===== src/rtl/karnix_key_conditioner.sv =====
// karnix_key_conditioner
//   Conditions the raw board push-buttons before they reach the Murax SoC.
//   Each key passes through a two-flop synchroniser and an independent
//   debouncer. The module presents clean pressed levels plus one-cycle
//   press/release pulses. It also generates a stretched SoC reset on
//   power-up and when RESET_KEY is held for a long press.
//
// Ports
//   io_mainClk     : core clock; all logic runs on its rising edge
//   io_reset       : synchronous, active-high reset
//   io_key_raw     : asynchronous raw key pins
//   io_key_level   : debounced key state, 1 = pressed
//   io_key_press   : one-cycle pulse when a debounced level goes 0->1
//   io_key_release : one-cycle pulse when a debounced level goes 1->0
//   io_longPress   : one-cycle pulse when the long-press trigger fires
//   io_sysReset    : active-high stretched reset to the SoC
module karnix_key_conditioner #(
  parameter int KEYS            = 4,
  parameter bit ACTIVE_LOW      = 1'b1,
  parameter int DEBOUNCE_CYCLES = 750000,
  parameter int RESET_KEY       = 3,
  parameter int LONG_CYCLES     = 150000000,
  parameter int RESET_HOLD      = 1024
) (
  input  logic            io_mainClk,
  input  logic            io_reset,
  input  logic [KEYS-1:0] io_key_raw,
  output logic [KEYS-1:0] io_key_level,
  output logic [KEYS-1:0] io_key_press,
  output logic [KEYS-1:0] io_key_release,
  output logic            io_longPress,
  output logic            io_sysReset
);

  localparam int DbW   = $clog2(DEBOUNCE_CYCLES);
  localparam int LongW = $clog2(LONG_CYCLES + 1);
  localparam int HoldW = $clog2(RESET_HOLD + 1);

  localparam logic [KEYS-1:0]  IdleRaw  = ACTIVE_LOW ? {KEYS{1'b1}} : {KEYS{1'b0}};
  localparam logic [DbW-1:0]   DbLast   = DbW'(DEBOUNCE_CYCLES - 1);
  localparam logic [LongW-1:0] LongLast = LongW'(LONG_CYCLES - 1);
  localparam logic [LongW-1:0] LongFull = LongW'(LONG_CYCLES);
  localparam logic [HoldW-1:0] HoldInit = HoldW'(RESET_HOLD);

  logic [KEYS-1:0]  sync1_q, sync2_q;
  logic [KEYS-1:0]  sample;
  logic [DbW-1:0]   dbCnt_q [KEYS];
  logic [DbW-1:0]   dbCnt_d [KEYS];
  logic [KEYS-1:0]  toggle;
  logic [KEYS-1:0]  level_q, level_d;
  logic [KEYS-1:0]  press_q, press_d;
  logic [KEYS-1:0]  release_q, release_d;
  logic [LongW-1:0] longCnt_q, longCnt_d;
  logic             armed_q, armed_d;
  logic             trigger;
  logic             longPress_q;
  logic [HoldW-1:0] hold_q, hold_d;
  logic             sysReset_q, sysReset_d;

  // XOR with the idle pattern normalises every sample to 1 = pressed.
  assign sample = sync2_q ^ IdleRaw;

  // A key's level flips only after DEBOUNCE_CYCLES consecutive samples
  // disagree with it; any agreeing sample restarts the count.
  always_comb begin
    toggle = '0;
    for (int i = 0; i < KEYS; i++) begin
      dbCnt_d[i] = '0;
      if (sample[i] != level_q[i]) begin
        if (dbCnt_q[i] == DbLast) begin
          toggle[i] = 1'b1;
        end else begin
          dbCnt_d[i] = dbCnt_q[i] + 1'b1;
        end
      end
    end
    level_d   = level_q ^ toggle;
    press_d   = toggle & ~level_q;
    release_d = toggle & level_q;
  end

  // The counter only advances while armed, so it parks at LONG_CYCLES
  // after firing and one press can produce at most one trigger.
  always_comb begin
    longCnt_d = longCnt_q;
    armed_d   = armed_q;
    trigger   = 1'b0;
    if (!level_q[RESET_KEY]) begin
      longCnt_d = '0;
      armed_d   = 1'b1;
    end else if (armed_q) begin
      if (longCnt_q == LongLast) begin
        trigger   = 1'b1;
        longCnt_d = LongFull;
        armed_d   = 1'b0;
      end else begin
        longCnt_d = longCnt_q + 1'b1;
      end
    end
  end

  // The reset output follows the hold count seen at the edge. Starting
  // from RESET_HOLD, this keeps io_sysReset high for exactly RESET_HOLD
  // edges after io_reset drops. A trigger reloads the count at any time,
  // which can extend a reset that is already in progress.
  always_comb begin
    if (trigger) begin
      hold_d     = HoldInit;
      sysReset_d = 1'b1;
    end else begin
      hold_d     = (hold_q != '0) ? hold_q - 1'b1 : '0;
      sysReset_d = (hold_q != '0);
    end
  end

  always_ff @(posedge io_mainClk) begin
    if (io_reset) begin
      sync1_q     <= IdleRaw;
      sync2_q     <= IdleRaw;
      for (int i = 0; i < KEYS; i++) dbCnt_q[i] <= '0;
      level_q     <= '0;
      press_q     <= '0;
      release_q   <= '0;
      longCnt_q   <= '0;
      armed_q     <= 1'b1;
      longPress_q <= 1'b0;
      hold_q      <= HoldInit;
      sysReset_q  <= 1'b1;
    end else begin
      sync1_q     <= io_key_raw;
      sync2_q     <= sync1_q;
      for (int i = 0; i < KEYS; i++) dbCnt_q[i] <= dbCnt_d[i];
      level_q     <= level_d;
      press_q     <= press_d;
      release_q   <= release_d;
      longCnt_q   <= longCnt_d;
      armed_q     <= armed_d;
      longPress_q <= trigger;
      hold_q      <= hold_d;
      sysReset_q  <= sysReset_d;
    end
  end

  assign io_key_level   = level_q;
  assign io_key_press   = press_q;
  assign io_key_release = release_q;
  assign io_longPress   = longPress_q;
  assign io_sysReset    = sysReset_q;

endmodule


===== config.mk =====
export PLATFORM = sky130hd
export DESIGN_NAME = karnix_key_conditioner
export DESIGN_NICKNAME = d
export VERILOG_FILES = /design/src/rtl/karnix_key_conditioner.sv
export SDC_FILE = /design/constraint.sdc
export NUM_CORES = 1
export LEC_CHECK = 0
export BUFFER_PORTS_ARGS = -buffer_cell sky130_fd_sc_hd__buf_4
export CAP_MARGIN = 20
export CORE_UTILIZATION = 30
export CTS_BUF_LIST = sky130_fd_sc_hd__clkbuf_4 sky130_fd_sc_hd__clkbuf_8
export CTS_CLUSTER_SIZE = 25
export DETAILED_ROUTE_END_ITERATION = 6
export PLACE_DENSITY = 0.51
export REMOVE_ABC_BUFFERS = 1
export SETUP_SLACK_MARGIN = 0.1
export SYNTH_ARGS = -nofsm -noshare
export SYNTH_HDL_FRONTEND = slang
export SYNTH_SLANG_ARGS = --single-unit

===== constraint.sdc =====
create_clock -name io_mainClk -period 2.1 [get_ports io_mainClk]
set_clock_uncertainty 0.1 [all_clocks]
set_input_delay 0.525 -clock io_mainClk [delete_from_list [all_inputs] [get_ports io_mainClk]]
set_output_delay 0.525 -clock io_mainClk [all_outputs]
set_load 0.005 [all_outputs]

==> qor.yml, run 1 <==
outcome:
  run_status: "finished clean"
pwr:
  irDropWorstVdd_uv: 380
  power-per-cell-area_nw_per_um2: 726
  leakage_uw: 0.00250
timing:
  postLayoutSetupSlackWorst_ns: 0.126
  tightestPinTransition_ns: 0.394
  final-setup-viol-count: 0
  hold_violations: 0
  finalCriticalPeriod_ns: 1.97
  maxSlewViolCount: 0
  fmax_mhz: 507
  slew-limit-headroom_pct: 73.5
  unrepaired_setup_endpoints_after_global_routing: "true"
  period_share_pct: 94.0
  finalSetupTns_ns: 0
detailed_routing:
  topRoutingLayerUsed: "met4"
  wire_per_inst_um: 12.3
  antenna_left: 0
  drcViolationCount: 0
  drt_first_iter_violations: 213
  detail_route.wirelength.met1_um: 6570
  wl_met2_um: 6240
  vias_per_cell: 4.81
  drt-total-wl_um: 13300
  total_length_of_routed_met3_wires_um: 258
  dr.pass1.iters: 4
  vias: 5199
final_layout:
  antenna_cell_count: 0
  most_frequent_cells_in_the_layout: "dfxtp_1 (131), nor2_1 (94), buf_4 (82), xnor2_1 (48), nand3_1 (39)"
  combined_area_of_the_multi_input_logic_cells_um2: 3440
  post-route-util_pct: 38.3
  area.growth.synth_to_final_pct: 23.6
  nFillCells: 2103
  commonest_non_fill_non_tap_cell_in_the_layout: "dfxtp_1"
  final_layout_size_suffix_gt1_share_pct: 21.7
  seqCellArea_um2: 2860
  final_net_count: 819
placed_design:
  gp_congestion: 0.785
  place.detailed.hpwl_um: 9240
  place_ws_ns: 0.0457
  io_buffers: 19
setup_path:
  worst_path_max_delay_cell: "or4_4"
  worst_path_largest_cell_delay_ns: 0.58
  setup.worst_path.end_class: "flip-flop"
  critPathArrivalTime_ns: 2.25
  worstPathCellList: "nand3_1 > or4_4 > or4_4 > a21oi_2"
  cpLargestDelayFamily: "simple AND/OR/NAND/NOR gates"
  worstReg2RegStart: "dbCnt_q[3][11]$_SDFF_PP0_"
  worst_path_fanout_max: 4
  reg2reg_depth: 4
  worstPathBufferInverterCount: 0
  crit_required_ns: 2.38
  timing_worst_setup_path_type: "reg2reg"
  kind_of_start_point_of_the_critical_path: "flip-flop"
  rrSetupSlack_ns: 0.13
  rr_endpoint: "dbCnt_q[3][18]$_SDFF_PP0_"
  crit_path_frequent_cell: "or4_4"
synth:
  yosys.area_share.simple_pct: 30.1
  ys_seq_area_share_pct: 44.8
  synth_area_in_compound_gates_pct: 8.62
  synth_area_um2: 6340
  largest_family_of_logic_cells_by_synthesized_area: "simple AND/OR/NAND/NOR gates"
  avgSynthCellArea_um2: 8.80
  yosysWarningCount: 0
  synth.mux.area_fraction_pct: 0.158
  synth.ff_latch_count: 142
  arithmetic_cell_share_of_the_synthesized_area_counting_full_adders_half_adders_and_majority_gates_pct: 2.96
  yosys-top-cells-area: "dfxtp_1 (45%), xnor2_1 (6.6%), nor2_1 (5.7%), xor2_1 (3.3%), nand3_1 (3.2%)"
  synth_cells: 721
  ys_types: 49
  most_area_hungry_cell_type_in_the_yosys_netlist: "dfxtp_1"
  synth_largest_type_area_fraction_pct: 44.8
  xor_xnor_portion_of_the_synthesized_cell_area_pct: 9.94
floorplanning:
  ioPinCount: 20
  initial_core_util_pct: 31.0
  die_area_um2: 21700
  die_height_um: 147
  floorplan.core_area_um2: 20500
  floorplan.die.width_um: 147
  placementRows: 52
global_routing:
  grt_pass1_vias: 5069
  grt_antenna_before_repair: 0
  pin_count_of_the_biggest_net_entering_global_routing: 21
  grt_residual_overflow: 0
  first_pass_grt_wire_length_um: 23300
  grt_overall_usage_pct: 13.2
cts:
  cts_inserted_buffers: 17
  clock_tree.buffer_depth: 2
  clock_tree.htree_level_count: 4
  cts_hold_repair.buffers: 0
  tritoncts: "yes"
  ctsRootBufferMaster: "clkbuf_8"
  clk_pin_slew_worst_paths_ns: 0.08
  cts.sink_count: 142
  clk_latency_ns: 0.45
min_path:
  worst_min_delay_path_endpoint: "sync1_q[3]$_SDFF_PP1_"
  worst_hold_stages: 2
  min_from: "io_key_raw[3]"
  timing.hold.worst.class: "in2reg"
job:
  cap_viol_max_count: 0
cell families (layout without fill, tap and decap cells):
group                      count (synthesis)  after routing
xor gates and xnor gates                  72             72
AOI/OAI and AO/OA                         87             87
adders and majority gates                 15             15
DFF                                      142            142
buffers and inverters                     54            144
and+or+nand+nor                          350            350
muxes                                      1              1
flip-flops by register name, indices dropped and copies added (netlist names):
register	count
sync1_q	4
io_longPress	1
armed_q	1
io_key_level	4
dbCnt_q	80
hold_q	11
io_key_press	4
longCnt_q	28
io_key_release	4
sync2_q	4
io_sysReset	1
Yosys cell counts (all sizes together):
cell type / number
dfxtp: 142
nor2: 96
xnor2: 48
nand3: 42
a21oi: 38
nand2: 38
inv: 28
nand4: 26
nor3: 25
xor2: 24
or4: 23
nor4: 20
o31ai: 20
or3: 20
o21ai: 19
clkbuf: 15
ha: 15
or2: 13
and3: 11
buf: 11
and4: 10
nor2b: 9
nor4b: 4
and4b: 3
a211o: 2
nand4b: 2
nor4bb: 2
or3b: 2
a211oi: 1
a21o: 1
a311o: 1
a31o: 1
a41o: 1
and2: 1
and4bb: 1
mux2i: 1
nand2b: 1
o211ai: 1
o41a: 1
o41ai: 1
or4b: 1
worst max path at each step:
stage / from / endpoint / slack [ns] / depth (start not counted)
3_3_place_gp: dbCnt_q[3][1]$_SDFF_PP0_ / dbCnt_q[3][18]$_SDFF_PP0_ / 0.10 / 5
6_report: dbCnt_q[3][11]$_SDFF_PP0_ / dbCnt_q[3][18]$_SDFF_PP0_ / 0.13 / 4
3_5_place_dp: dbCnt_q[3][1]$_SDFF_PP0_ / dbCnt_q[3][18]$_SDFF_PP0_ / 0.05 / 5
4_1_cts: dbCnt_q[3][0]$_SDFF_PP0_ / dbCnt_q[3][18]$_SDFF_PP0_ / 0.08 / 5
5_1_grt: dbCnt_q[1][0]$_SDFF_PP0_ / io_key_level[1]$_SDFF_PP0_ / 0.05 / 8
2_1_floorplan: longCnt_q[0]$_SDFFE_PP0P_ / longCnt_q[10]$_SDFFE_PP0P_ / -0.15 / 5
metal layers:
metal,vias up,track usage [%]
met1,2435,16.8
met3,12,3.24
met5,-,0
met4,0,5.26
li1,2718,-
met2,34,21.4
through the flow:
| stage | cell area [um^2] | cells | total power [uW] | hold slack [ns] |
|---|---|---|---|---|
| 6_report | 7840 | 1081 | 5690 | 0.156 |
| 5_1_grt | 7840 | 1081 | 5990 | 0.120 |
| 3_5_place_dp | 7200 | 1045 | 3290 | 0.294 |
| 4_1_cts | 7680 | 1078 | 5790 | 0.126 |
| 3_3_place_gp | 7200 | 1045 | 3280 | 0.293 |
| 2_1_floorplan | 6230 | 695 | 3190 | 0.289 |
area by class of cell:
type	count	area share, %
inverters	28	1.34
flip-flops and latches	142	36.4
clock inverters	13	2.39
multi-input cells	525	43.8
clock buffers	19	3.34
well taps	270	4.31
repair buffers	84	8.36
what timing repair did:
| item | 4_1_cts | 5_1_grt |
|---|---|---|
| gates resized for setup | 6 | 35 |
| setup endpoints to repair | 4 | 56 |
| pin swaps | 1 | 11 |
| buffers inserted | 1 | 3 |
where the power goes:
part	internal, uW	switching, uW
sequential	2780	81.4
combinational	197	183
clock	1360	1090
total	4340	1360
Power figures use the tool's default switching activity.
==> run 2, diff against run 1 <==
Settings changed: MAX_ROUTING_LAYER set to met4, RECOVER_POWER set to 100.
==> run 2 against run 1 <==
Compared with the run above:
- utilization is 0.57 points lower
- wire length is 0.31% lower
- via count down 0.29%
- combinational power is 2% lower
- register-to-register slack lost 0.02 ns
- final area decreased by 1.5%
- critical path type unchanged
- largest power group unchanged
- highest routed layer unchanged
==> qor.yml, run 2 (synthesized netlist as in run 1, its figures left out) <==
outcome:
  run_status: "finished clean"
detailed_routing:
  antenna_left: 0  # unchanged
  drt_first_iter_violations: 270  # +27%
  wire_per_inst_um: 12.2  # -0.31%
  vias: 5184  # -0.29%
  drcViolationCount: 0  # unchanged
  dr.pass1.iters: 4  # unchanged
  vias_per_cell: 4.80  # -0.29%
  drt-total-wl_um: 13200  # -0.31%
floorplanning:
  floorplan.die.width_um: 147  # unchanged
  die_height_um: 147  # unchanged
  floorplan.core_area_um2: 20500  # unchanged
  placementRows: 52  # unchanged
  ioPinCount: 20  # unchanged
  initial_core_util_pct: 31.0  # unchanged
  die_area_um2: 21700  # unchanged
global_routing:
  grt_antenna_before_repair: 0  # unchanged
  first_pass_grt_wire_length_um: 23300  # unchanged
  pin_count_of_the_biggest_net_entering_global_routing: 21  # unchanged
  grt_pass1_vias: 5051  # -0.36%
  grt_residual_overflow: 0  # unchanged
  grt_overall_usage_pct: 13.6  # +0.38 points
setup_path:
  critPathArrivalTime_ns: 2.26  # about the same
  worst_path_largest_cell_delay_ns: 0.58  # about the same
  worstPathBufferInverterCount: 0  # unchanged
  setup.worst_path.end_class: "flip-flop"
  crit_required_ns: 2.37  # about the same
  kind_of_start_point_of_the_critical_path: "flip-flop"
  crit_path_frequent_cell: "or4_4"
  worstPathCellList: "nand3_1 > or4_4 > or4_4 > a21oi_1"
  worst_path_max_delay_cell: "or4_4"
  reg2reg_depth: 4  # unchanged
  worst_path_fanout_max: 4  # unchanged
  timing_worst_setup_path_type: "reg2reg"
  cp_num_cells: 4  # unchanged
  worstReg2RegStart: "dbCnt_q[3][11]$_SDFF_PP0_"
  rrSetupSlack_ns: 0.11  # -0.02 ns
  cpLargestDelayFamily: "simple AND/OR/NAND/NOR gates"
  rr_endpoint: "dbCnt_q[3][18]$_SDFF_PP0_"
min_path:
  min_from: "io_key_raw[3]"
  worst_min_delay_path_endpoint: "sync1_q[3]$_SDFF_PP1_"
  worst_hold_stages: 2  # unchanged
  timing.hold.worst.class: "in2reg"
placed_design:
  postPlaceCellArea_um2: 7200  # unchanged
  gp_congestion: 0.798  # +1.7%
  io_buffers: 19  # unchanged
  place.detailed.hpwl_um: 9240  # unchanged
  placed_cells: 1045  # unchanged
job:
  cap_viol_max_count: 0  # unchanged
timing:
  unrepaired_setup_endpoints_after_global_routing: "true"
  hold_violations: 0  # unchanged
  finalSetupTns_ns: 0  # unchanged
  maxSlewViolCount: 0  # unchanged
  slew-limit-headroom_pct: 47.9  # -26 points
  tightestPinTransition_ns: 0.781  # +0.387 ns
  final-setup-viol-count: 0  # unchanged
  period_share_pct: 94.7  # +0.74 points
  fmax_mhz: 503  # -0.78%
  finalCriticalPeriod_ns: 1.99  # +0.0155 ns
final_layout:
  nFillCells: 2125  # +1.0%
  top_register: "dbCnt_q"
  largest_register_ffs: 80  # unchanged
  most_frequent_cells_in_the_layout: "dfxtp_1 (132), nor2_1 (95), buf_4 (55), xnor2_1 (48), nand3_1 (40)"
  post-route-util_pct: 37.7  # -0.57 points
  antenna_cell_count: 0  # unchanged
  area.growth.synth_to_final_pct: 21.7
  count_of_non_filler_cells_in_the_finished_layout: 1081  # unchanged
  commonest_non_fill_non_tap_cell_in_the_layout: "dfxtp_1"
  final_net_count: 819  # unchanged
  final_layout_size_suffix_gt1_share_pct: 19.0  # -2.7 points
  top_regs: "dbCnt_q (80), longCnt_q (28), hold_q (11)"
  design_area_um2: 7720  # -1.5%
cts:
  tritoncts: "yes"
  cts.sink_count: 142  # unchanged
  cts_hold_repair.buffers: 0  # unchanged
  ctsRootBufferMaster: "clkbuf_8"
  clk_latency_ns: 0.46  # about the same
  clock_tree.htree_level_count: 4  # unchanged
  clock_tree.buffer_depth: 2  # unchanged
  cts_inserted_buffers: 17  # unchanged
  clk_pin_slew_worst_paths_ns: 0.08  # about the same
pwr:
  leakage_uw: 0.00245  # -2.0%
  power-per-cell-area_nw_per_um2: 737  # +1.4%
  irDropWorstVdd_uv: 379  # -0.17%
==> run 2: changes by cell type in the layout (fill, tap and decap cells not counted), moves of 3 or more <==
cell | before | now
a21oi_1 | 34 | 37
a21oi_2 | 4 | 1
buf_4 | 82 | 55
clkbuf_1 | 0 | 9
clkbuf_2 | 0 | 4
clkbuf_4 | 0 | 14
o31ai_1 | 17 | 20
==> run 2: worst max path at each step <==
stage / start / end / slack [ns]
finish: dbCnt_q[3][11]$_SDFF_PP0_ / dbCnt_q[3][18]$_SDFF_PP0_ / 0.11
global route: dbCnt_q[0][10]$_SDFF_PP0_ / io_key_press[0]$_SDFF_PP0_ / 0.01
CTS: dbCnt_q[3][0]$_SDFF_PP0_ / dbCnt_q[3][18]$_SDFF_PP0_ / 0.08
detailed placement: dbCnt_q[3][1]$_SDFF_PP0_ / dbCnt_q[3][18]$_SDFF_PP0_ / 0.05
global placement: dbCnt_q[3][1]$_SDFF_PP0_ / dbCnt_q[3][18]$_SDFF_PP0_ / 0.10
floorplan: longCnt_q[0]$_SDFFE_PP0P_ / longCnt_q[10]$_SDFFE_PP0P_ / -0.15
==> run 2: final cells by class <==
class | instances | area [um^2] | share of cell area (%)
multi-input combinational | 525 | 3360 | 43.6
sequential | 142 | 2860 | 37.0
timing repair buffer | 84 | 612 | 7.92
tap | 270 | 338 | 4.37
clock buffer | 19 | 262 | 3.39
clock inverter | 13 | 188 | 2.43
inverter | 28 | 105 | 1.36
==> run 2: power by group <==
part	leakage, uW	switching (uW)	internal, uW
Combinational	0.00107	182	191
Sequential	0.00115	81.2	2780
Clock	0.000218	1090	1360
==> run 2: repair_timing <==
| item | 4_1_cts | 5_1_grt |
|---|---|---|
| buffers inserted | 1 | 3 |
| endpoints found under the setup margin | 4 | 56 |
| resized for setup | 6 | 35 |
| pin swaps | 1 | 11 |
==> run 2: per-layer routing <==
layer	GRT usage, %	wire length [um]	share of wire (%)
met2	21.4	6160	47
met5	-	0	0
met3	3.15	291	2.2
met1	16.9	6600	50
met4	5.26	179	1.4
==> run 2: stage by stage <==
step / setup slack (ns) / hold slack (ns) / power, uW
2_1_floorplan: -0.152 / 0.289 / 3190
3_3_place_gp: 0.101 / 0.293 / 3280
3_5_place_dp: 0.0457 / 0.294 / 3290
4_1_cts: 0.0846 / 0.126 / 5790
5_1_grt: 0.00984 / 0.122 / 5980
6_report: 0.110 / 0.154 / 5690
==> run 3, diff against run 2 <==
Settings changed: ABC_AREA set to 1.
==> run 3 against run 2 <==
Compared with the run above:
- the run now ends with design-rule violations left
- die area up 6.4%
- flip-flop and latch count stayed put
- count of clock-buffer cells in the layout is 3 higher
- clock power hardly changed
- cell count increased by 19%
- maximum frequency increased by 9.3%
- setup slack gained 0.17 ns
- largest cell class unchanged
- highest routed layer unchanged
==> qor.yml, run 3 <==
timing:
  tightestPinTransition_ns: 1.28  # +0.494 ns
  period_share_pct: 86.7  # -8.1 points
  final-setup-viol-count: 0  # unchanged
  fmax_mhz: 549  # +9.3%
  finalSetupTns_ns: 0  # unchanged
  finalCriticalPeriod_ns: 1.82  # -0.169 ns
  maxSlewViolCount: 0  # unchanged
  slew-limit-headroom_pct: 15.0  # -33 points
  unrepaired_setup_endpoints_after_global_routing: "false"
  hold_violations: 0  # unchanged
final_layout:
  antenna_cell_count: 0  # unchanged
  top_register: "dbCnt_q"
  most_frequent_cells_in_the_layout: "nor2_1 (201), nand2_1 (179), dfxtp_1 (142), inv_1 (118), nand3_1 (59)"
  top_regs: "dbCnt_q (80), longCnt_q (28), hold_q (11)"
  largest_register_ffs: 80  # unchanged
  area.growth.synth_to_final_pct: 13.9
  final_layout_size_suffix_gt1_share_pct: 9.08  # -9.9 points
  commonest_non_fill_non_tap_cell_in_the_layout: "nor2_1"
  final_net_count: 1010  # +23%
setup_path:
  timing_worst_setup_path_type: "in2reg"
  reg2reg_depth: 7  # +3
  rrSetupSlack_ns: 0.28  # +0.17 ns
  worstPathCellList: "clkbuf_1 > nor2_4 > clkinv_1 > clkbuf_2 > nor2_1"
  worst_path_fanout_max: 26  # +22
  worst_path_max_delay_cell: "clkbuf_1"
  crit_required_ns: 2.34  # -0.03 ns
  setup.worst_path.end: "longCnt_q[9]$_SDFFE_PP0P_"
  rr_endpoint: "dbCnt_q[3][16]$_SDFF_PP0_"
  worstReg2RegStart: "dbCnt_q[3][0]$_SDFF_PP0_"
  setup.worst_path.end_class: "flip-flop"
  kind_of_start_point_of_the_critical_path: "input pin"
  worst_path_largest_cell_delay_ns: 0.91  # +0.33 ns
  critPathArrivalTime_ns: 2.06  # -0.20 ns
  startpoint: "io_reset"
global_routing:
  grt_pass1_vias: 5461  # +8.1%
  first_pass_grt_wire_length_um: 24600  # +5.3%
  pin_count_of_the_biggest_net_entering_global_routing: 27  # +29%
  grt_overall_usage_pct: 13.4  # -0.24 points
  grt_residual_overflow: 0  # unchanged
  grt_antenna_before_repair: 0  # unchanged
synth:
  synth.cells.most_frequent: "nor2_1 (200), nand2_1 (179), dfxtp_1 (142)"
  synth.mux.area_fraction_pct: 0  # -0.16 points
  synth_area_in_compound_gates_pct: 5.46  # -3.2 points
  async_reset_ff_share_pct: 0  # unchanged
  arithmetic_cell_share_of_the_synthesized_area_counting_full_adders_half_adders_and_majority_gates_pct: 2.78  # -0.18 points
  avgSynthCellArea_um2: 7.08  # -20%
  yosys-top-cells-area: "dfxtp_1 (42%), nor2_1 (11%), nand2_1 (9.9%), inv_1 (6.6%), xor2_1 (4.4%)"
  most_area_hungry_cell_type_in_the_yosys_netlist: "dfxtp_1"
  yosysWarningCount: 0  # unchanged
  synth.ff_latch_count: 142  # unchanged
  xor_xnor_portion_of_the_synthesized_cell_area_pct: 5.97  # -4.0 points
  yosys.area_share.simple_pct: 36.1  # +6.0 points
  synth_cells: 954  # +32%
  ys_seq_area_share_pct: 42.1  # -2.7 points
  ys_types: 36  # -27%
  synth_most_common_cell: "nor2_1"
  yosys_most_used_dff: "dfxtp_1"
  synth_area_um2: 6750  # +6.4%
  synth_largest_type_area_fraction_pct: 42.1  # -2.7 points
  number_of_enable_type_register_cells_in_the_synthesized_netlist: 0  # unchanged
  largest_family_of_logic_cells_by_synthesized_area: "simple AND/OR/NAND/NOR gates"
detailed_routing:
  wire_per_inst_um: 11.0  # -9.7%
  antenna_left: 0  # unchanged
  drt-total-wl_um: 14200  # +7.0%
  dr.pass1.iters: 7  # +3
  drcViolationCount: 6  # +6
  drt_first_iter_violations: 286  # +5.9%
  vias_per_cell: 4.44  # -7.5%
  vias: 5689  # +9.7%
placed_design:
  place.detailed.hpwl_um: 10500  # +13%
  io_buffers: 19  # unchanged
  gp_congestion: 0.829  # +3.9%
cts:
  ctsRootBufferMaster: "clkbuf_8"
  post_cts_setup_buffer_count: 0  # -1
  clk_pin_slew_worst_paths_ns: 0.08  # about the same
  cts_hold_repair.buffers: 0  # unchanged
  cts.sink_count: 142  # unchanged
  clk_latency_ns: 0.46  # about the same
  cts_inserted_buffers: 17  # unchanged
  tritoncts: "yes"
  clock_tree.htree_level_count: 4  # unchanged
  clock_tree.buffer_depth: 2  # unchanged
outcome:
  violations_in_the_final_reports: "design-rule violations"
  run_status: "finished with violations"
floorplanning:
  ioPinCount: 20  # unchanged
  die_area_um2: 23100  # +6.4%
  floorplan.core_area_um2: 22000  # +7.1%
  initial_core_util_pct: 30.8  # -0.20 points
  placementRows: 54  # +3.8%
  die_height_um: 152  # +3.1%
  floorplan.die.width_um: 152  # +3.1%
job:
  cap_viol_max_count: 0  # unchanged
pwr:
  total_power_uw: 5630  # -0.99%
  irDropWorstVdd_uv: 418  # +10%
  leakage_uw: 0.00258  # +5.5%
  power-per-cell-area_nw_per_um2: 732  # -0.56%
min_path:
  timing.hold.worst.class: "in2reg"
==> run 3: cell families after synthesis <==
family / count (synthesis)
adder cells (fa/ha/maj): 15
buffers and inverters: 134
AND/OR/NAND/NOR: 546
XOR/XNOR: 46
flip-flops: 142
AO/OA/AOI/OAI: 71
==> run 3: per-layer routing <==
metal | routed length (um) | track usage, %
met4 | 151 | 3.89
met5 | 0 | -
met3 | 432 | 3.65
met1 | 7330 | 16.9
met2 | 6240 | 20.8
==> run 3: timing repair <==
action,4_1_cts,5_1_grt
hold endpoints to repair,0,0
resized for setup,0,2
setup endpoints to repair,0,2
==> run 3: area by class of cell <==
cell class                 instances  area, um^2
fill                            2330       14300
multi-input combinational        678        3400
sequential                       142        2840
inverter                         121         454
tap                              280         350
clock buffer                      22         284
timing repair buffer              29         201
clock inverter                    10         161
==> run 3: stage by stage <==
| stage | hold WS, ns | cell area [um^2] | utilization, % | setup WS [ns] | cells |
|---|---|---|---|---|---|
| after floorplan | 0.289 | 6690 | - | 0.448 | 941 |
| after global placement | 0.293 | 7260 | 33.1 | 0.353 | 1250 |
| after detailed placement | 0.297 | 7260 | 33.1 | 0.288 | 1250 |
| after CTS | 0.128 | 7710 | 35.1 | 0.261 | 1282 |
| after global routing | 0.120 | 7690 | 35.0 | 0.0555 | 1282 |
| final | 0.157 | 7690 | 35.0 | 0.279 | 1282 |
==> run 3: how the worst min path moves through the flow <==
stage,from,endpoint,depth (start not counted)
2_1_floorplan,sync1_q[0]$_SDFF_PP1_,sync2_q[0]$_SDFF_PP1_,1
3_3_place_gp,sync1_q[1]$_SDFF_PP1_,sync2_q[1]$_SDFF_PP1_,1
3_5_place_dp,sync1_q[1]$_SDFF_PP1_,sync2_q[1]$_SDFF_PP1_,1
4_1_cts,io_key_raw[1],sync1_q[1]$_SDFF_PP1_,2
5_1_grt,io_key_raw[1],sync1_q[1]$_SDFF_PP1_,2
6_report,io_key_raw[1],sync1_q[1]$_SDFF_PP1_,2
==> run 3: critical path, delay by kind of cell <==
| kind | cells | cell delay, ns |
|---|---|---|
| simple gates | 2 | 0.23 |
| buf+inv | 3 | 1.29 |
==> run 3: where the power goes <==
group	internal, uW	switching, uW	leakage [uW]
combinational	142	209	0.00121
sequential	2770	48.4	0.00115
clock	1400	1070	0.000219
